**src/rtl/n2t_bus_arbiter2.sv**
```systemverilog
// Two-requester round-robin burst arbiter. Beats are steered through n2tmux16
// and land in a registered output stage.

module n2tmux16 (
  input  logic [15:0] a,
  input  logic [15:0] b,
  input  logic        sel,
  output logic [15:0] out
);
  assign out = sel ? b : a;
endmodule

module n2t_bus_arbiter2 #(
  parameter int WIDTH     = 16,
  parameter int MAX_BURST = 4
) (
  input  logic             clk,
  input  logic             rst_n,
  input  logic             a_valid,
  input  logic [WIDTH-1:0] a_data,
  input  logic             a_last,
  output logic             a_ready,
  input  logic             b_valid,
  input  logic [WIDTH-1:0] b_data,
  input  logic             b_last,
  output logic             b_ready,
  output logic             out_valid,
  output logic [WIDTH-1:0] out_data,
  output logic             out_src,
  input  logic             out_ready,
  output logic             busy
);

  localparam logic [1:0] IDLE  = 2'd0;
  localparam logic [1:0] GNT_A = 2'd1;
  localparam logic [1:0] GNT_B = 2'd2;

  logic [1:0]       state, state_nxt;
  logic             last_grant, last_grant_nxt;
  logic [3:0]       beat_cnt, beat_cnt_nxt;
  logic             sel, granted, take, x_valid, x_last, x_ready, other_valid;
  logic             hs, burst_end;
  logic [WIDTH-1:0] mux_out;

  n2tmux16 u_mux (
    .a   (a_data),
    .b   (b_data),
    .sel (sel),
    .out (mux_out)
  );

  assign sel         = (state == GNT_B);
  assign granted     = (state == GNT_A) || (state == GNT_B);
  assign take        = !out_valid || out_ready;
  assign a_ready     = (state == GNT_A) && take;
  assign b_ready     = (state == GNT_B) && take;
  assign x_valid     = sel ? b_valid : a_valid;
  assign x_last      = sel ? b_last  : a_last;
  assign other_valid = sel ? a_valid : b_valid;
  assign x_ready     = a_ready || b_ready;
  assign hs          = x_valid && x_ready;
  // A requester that drops valid while it could have been accepted forfeits the grant.
  assign burst_end   = (hs && (x_last || beat_cnt == 4'(MAX_BURST - 1))) ||
                       (granted && !x_valid && x_ready);
  assign busy        = (state != IDLE) || out_valid;

  always_comb begin
    state_nxt      = state;
    last_grant_nxt = last_grant;
    beat_cnt_nxt   = beat_cnt;
    if (!granted) begin
      if (a_valid && b_valid) state_nxt = last_grant ? GNT_A : GNT_B;
      else if (a_valid)       state_nxt = GNT_A;
      else if (b_valid)       state_nxt = GNT_B;
    end else if (burst_end) begin
      last_grant_nxt = sel;
      beat_cnt_nxt   = '0;
      if (other_valid) state_nxt = sel ? GNT_A : GNT_B;
      else             state_nxt = IDLE;
    end else if (hs) begin
      beat_cnt_nxt = beat_cnt + 4'd1;
    end
  end

  always_ff @(posedge clk or negedge rst_n) begin
    if (!rst_n) begin
      state      <= IDLE;
      last_grant <= 1'b1;
      beat_cnt   <= '0;
    end else begin
      state      <= state_nxt;
      last_grant <= last_grant_nxt;
      beat_cnt   <= beat_cnt_nxt;
    end
  end

  // Capture wins over drain so a same-cycle drain+capture keeps out_valid high.
  always_ff @(posedge clk or negedge rst_n) begin
    if (!rst_n) begin
      out_valid <= 1'b0;
      out_data  <= '0;
      out_src   <= 1'b0;
    end else if (hs) begin
      out_valid <= 1'b1;
      out_data  <= mux_out;
      out_src   <= sel;
    end else if (out_ready) begin
      out_valid <= 1'b0;
    end
  end

endmodule

```
**config.mk**
```make
export PLATFORM = sky130hd
export DESIGN_NAME = n2t_bus_arbiter2
export DESIGN_NICKNAME = d
export VERILOG_FILES = /design/src/rtl/n2t_bus_arbiter2.sv
export SDC_FILE = /design/constraint.sdc
export NUM_CORES = 1
export LEC_CHECK = 0
export CORE_MARGIN = 2
export CORE_UTILIZATION = 43
export DETAILED_ROUTE_END_ITERATION = 10
export GPL_ROUTABILITY_DRIVEN = 0
export PLACE_DENSITY = 0.8
export REMOVE_ABC_BUFFERS = 1
export SLEW_MARGIN = 20
export SYNTH_ARGS = -nofsm -noshare
export SYNTH_HDL_FRONTEND = slang
export SYNTH_HIERARCHICAL = 1
export SYNTH_SLANG_ARGS = --single-unit
```
**constraint.sdc**
```tcl
create_clock -name clk -period 2.3 [get_ports clk]
set_input_delay 0.23 -clock clk [delete_from_list [all_inputs] [get_ports clk]]
set_output_delay 0.23 -clock clk [all_outputs]
set_load 0.03 [all_outputs]
```
**Word-level counts from Yosys, hierarchy flattened**

Index checks and enable logic that the tools add are counted.

- Bits in registers: 25
- Bits in latches: 0
- Bits in writable memories: 0
- Memory bits (read-only): 0
- Output and inout bits: 21
- Memories: 0

- $add $sub $neg: 1
- Multipliers: 0
- Divide/modulo/power cells: 0
- $lt $le $gt $ge: 0
- Eq/ne operators: 4
- Shift-type cells: 0
- Multiplexer cells: 16
- Bitwise operators: 0
- Reductions and logical operators: 22

Operators by type and width:

| operator | count |
|---|---|
| 16-bit two-way mux | 1 |
| 2-bit two-way mux | 8 |
| 4-bit two-way mux | 2 |
| 1-bit logical AND | 7 |
| 1-bit logical OR | 6 |
| 2-bit AND reduction | 3 |
| 2-bit nonzero test | 3 |
| 1-bit two-way mux | 5 |
| 4-bit by 1-bit adder with 4-bit output (second input constant) | 1 |
| 4-bit by 2-bit equality test with 1-bit output (second input constant) | 1 |
| 4-bit nonzero test | 1 |
| 2-bit by 1-bit equality test with 1-bit output (second input constant) | 1 |
| 2-bit equality test (second input constant) | 1 |
| 1-bit logical NOT | 2 |
| 2-bit by 1-bit != test with 1-bit output (second input constant) | 1 |

**Logic depth before layout (Yosys ltp)**

- Depth after elaboration: 9
- Mapped depth: 8
- Gate-level depth less buffers: 6

**By module**

The synthesis kept the hierarchy.

Modules (own cells, without submodules):

| module | times used | cells each | area an instance (um2) | seq. area each (um2) |
|---|---|---|---|---|
| n2t_bus_arbiter2 | 1 | 94 | 1242.4 | 626.9 |
| n2tmux16 | 1 | 18 | 249.0 | 0.0 |

**Worst setup path before layout**

No wires, ideal clock.

- Kind: reg-to-reg
- From: reg state[0]
- To: reg state[0]
- Library setup time: 125 ps
- Arrival time: 1811 ps
- Required time: 2175 ps
- Setup slack: 364 ps
- Stages on the path, launching flop included: 7
- Path buffers: 0
- Period minus slack after synthesis: 1936 ps
- Cells stage by stage: dfrtp_1 > inv_1 > ha_1 > mux2_4 > a311oi_4 > o22ai_2 > mux2_4

- Cells in the longest elaborated chain, start to end: 8
- Elaborated cells on any way between the ends: 23
- Classes of those cells: eq/ne: 3; mux: 7; reduce/logical: 13

Ends and longest elaborated chain:

| what | RTL line | RTL |
|---|---|---|
| start: declaration | 38 | `logic [1:0] state, state_nxt;` |
| start signal: assignment | 91 | `state <= state_nxt;` |
| 2-bit equality test (*) | 52 | `assign sel = (state == GNT_B);` |
| via sel | 41 | `logic sel, granted, take, x_valid, x_last, x_ready, other_valid;` |
| 1-bit two-way mux / 1-bit logical AND (equally long branches) | 57, 56 |  |
| 1-bit logical NOT / 1-bit logical OR (equally long branches) | 64, 60 |  |
| 1-bit logical AND (on tied branches) | 64, 61 |  |
| 1-bit logical AND (on tied branches) | 64, 63 |  |
| 1-bit logical OR | 63 | `assign burst_end = (hs && (x_last \|\| beat_cnt == 4'(MAX_BURST - 1))) \|\|` |
| 2-bit by 1-bit != test with 1-bit output (no source line) | n/a |  |
| 2-bit AND reduction (no source line) | n/a |  |

The timed path passes the listed nets; every way through them passes the cells marked *. The select of a mux whose other input is x is not followed.
A chain may end at the register's enable or synchronous reset.

**Worst setup path after layout**

- From: reg state[1]
- To: out a_ready

- Cells in the longest elaborated chain, start to end: 2

Ends and longest elaborated chain:

| what | RTL line | RTL |
|---|---|---|
| 2-bit by 1-bit equality test with 1-bit output | 55 | `assign a_ready = (state == GNT_A) && take;` |
| 1-bit logical AND | 55 |  |
| end: declaration | 22 | `output logic a_ready,` |

No other way between the ends.

==> run summary <==
Status: finished, final reports clean
First-pass GRT wire length: 5.69 mm
Max-slew violations: 0
Max Cap Viol: 0
Routed wire length: 3.37 mm
Crit path time final: 2110 ps
Antenna-violating nets left: 0
Die span in y: 62.9 microns
CP Cell Sequence: inv_1, ha_1, and2_1, clkdlybuf4s50_1
Layout fillers: 252
Vias in the first global route: 1133
Max-slew headroom: 0.738
Synth top area cells: dfrtp_1 40%, mux2_4 22%, mux2_2 9.8%, ha_1 4.2%, buf_6 2.3%
R2R setup slack: 190 ps
CTS Buf Count: 3
RSZ-0062 raised after global routing: false
Data arrival, critical path: 1880 ps
Final net count: 220
Inst Count DP: 217
CTS tree: done
Site Rows: 21
Tcrit/Tclk final: 0.919
Drt first pass iters: 4
Top cell type's share of synthesized area: 0.403
Most frequent cells in the layout: 58 x clkdlybuf4s50_1, 24 x dfrtp_1, 22 x mux2_4
Clk_skew: 3.29 ps
Placed inst area: 0.00213 sq mm
Initial antenna violation count: 0
Synth cell types: 26
Reg2reg end: state[0]$_DFFE_PN0P_
Crit path max-delay cell type: clkdlybuf4s50_1
Deepest clock path buffer count: 2
Syn Inst Count: 112
Crit path largest cell delay: 670 ps
First DRT Iteration DRCs: 58
H-tree depth: 1
Worst skew pair latency: 320 ps
Worst slew pin tran: 386 ps
CP Max Fanout: 3
GRT Util Overall: 0.184
CTS Hold Buffers Added: 0
Port bufs: 59
Final Non-Filler Cells: 221
Die Area: 0.00396 sq mm
Reg clk slew, reported paths: 130 ps
Largest net degree at the start of global routing: 26
Average size of a mapped cell: 13.3 sq um
Layout cell share with drive strength beyond 1: 0.280
DRC viols: 0
Crit end category: primary output
Synth warnings: 6
P_leak: 0.000926 uW
Worst r2r path cells: 6
Routed via count: 1099
Power Dens Cells: 1390 mW/mm^2
Setup crit start kind: flop
Starting Density: 0.447
Core Area: 0.00334 sq mm
Sequential area share after synthesis: 0.420
Final Setup Violations: 0
Crit path kind: flop to primary output
Worst r2r src: state[0]$_DFFE_PN0P_
Hold crit path type: input port to asynchronous set/reset pin
Leading area contributor after synthesis: dfrtp_1
DPL Wire Length: 2.71 mm
Worst vdd ir: 0.000504 V
Number of diodes: 0
Fin area: 0.00215 sq mm
Overflow after GRT: 0
Vias per inst: 4.97
CP top delay family: buffers and inverters
Area grow syn2layout: 44.5%
Ports: 60
Worst setup margin: 186 ps
Crit. path cell count: 4
Critical Path RT: 2070 ps
Commonest non-fill, non-tap cell in the layout: clkdlybuf4s50_1
Post-cts sizing count: 0
Die W: 62.9 microns
Critical path launch point: state[1]$_DFFE_PN0P_
Num Clock Sinks: 25
Pre-CTS worst setup slack: 221 ps
Crit path buf inv count: 2
Synth Register Bits: 25
Root Buffer: clkbuf_4
CP Capture Point: a_ready
Setup bufs post-CTS: 0
Final Hold Vio Count: 0
Fmax: 473 MHz
Post-Syn Area: 0.00149 sq mm
Routed len/inst: 15.2 microns
cells in the mapped netlist, drive strengths merged:
library cell and number:
a22o 1, nand2b 5, nand3 1, dfstp 1, and2 2, a311oi 1, mux2i 3, inv 6
o21ai 6, o311a 1, nand3b 1, a21oi 2, buf 4, dfrtp 24, ha 5, nor3 1
nor2b 1, o22ai 3, nor2 4, nand2 5, mux2 35
state kept, by name, indices dropped and copies added, names as in the netlist:
signal / count
last_grant: 1
out_data: 16
out_valid: 1
state: 2
beat_cnt: 4
out_src: 1
worst min-delay path by stage:
stage	start	endpoint	slack [ps]
finish	rst_n	out_data[11]$_DFFE_PN0P_	260
detailed placement	out_src$_DFFE_PN0P_	out_src$_DFFE_PN0P_	480
floorplan	rst_n	beat_cnt[0]$_DFFE_PN0P_	-70
global route	rst_n	out_data[11]$_DFFE_PN0P_	260
CTS	rst_n	out_data[10]$_DFFE_PN0P_	260
global placement	out_data[1]$_DFFE_PN0P_	out_data[1]$_DFFE_PN0P_	490
through the flow:
step | hold slack (ps) | utilization | total power [uW] | setup TNS [ps]
finish | 257 | 0.646 | 3010 | 0
global route | 263 | 0.646 | 3180 | 0
floorplan | -65.6 | - | 2130 | -9430
detailed placement | 480 | 0.638 | 2820 | 0
global placement | 490 | 0.638 | 2760 | 0
CTS | 257 | 0.646 | 3030 | 0
cell families (layout without fill, tap and decap cells):
family	after synthesis	in the layout	share of synthesized area
mux	38	38	0.342
flops	25	25	0.420
simple gates	20	20	0.0679
compound gates	14	14	0.0763
buf+inv	10	73	0.0512
fa+ha+maj	5	5	0.0419
layer usage:
metal | routed length, microns | up-vias | GRT usage
met2 | 1680 | 44 | 0.311
li1 | - | 520 | -
met4 | 54 | 0 | 0.0667
met1 | 1450 | 530 | 0.230
met5 | 0 | - | 0
met3 | 180 | 5 | 0.0396
area by class of cell:
class | count | area [sq um] | share of cell area
multi-input cells | 77 | 791 | 0.367
repair buffers | 63 | 631 | 0.293
flip-flops and latches | 25 | 627 | 0.291
well taps | 46 | 57.6 | 0.0267
clock buffers | 4 | 26.3 | 0.0122
inverters | 6 | 22.5 | 0.0105
worst register-to-register path: cells and delay by family, from the launching register on:
family	cells	cell delay [ps]
compound gates	2	470
fa+ha+maj	1	320
buf+inv	1	110
flops	1	420
mux	2	690
power by group:
part | internal [uW] | switching (uW) | total [uW]
Clock | 67.9 | 128 | 196
Combinational | 1060 | 974 | 2030
Sequential | 653 | 124 | 777
No activity file was read; power rests on OpenSTA's default activity.
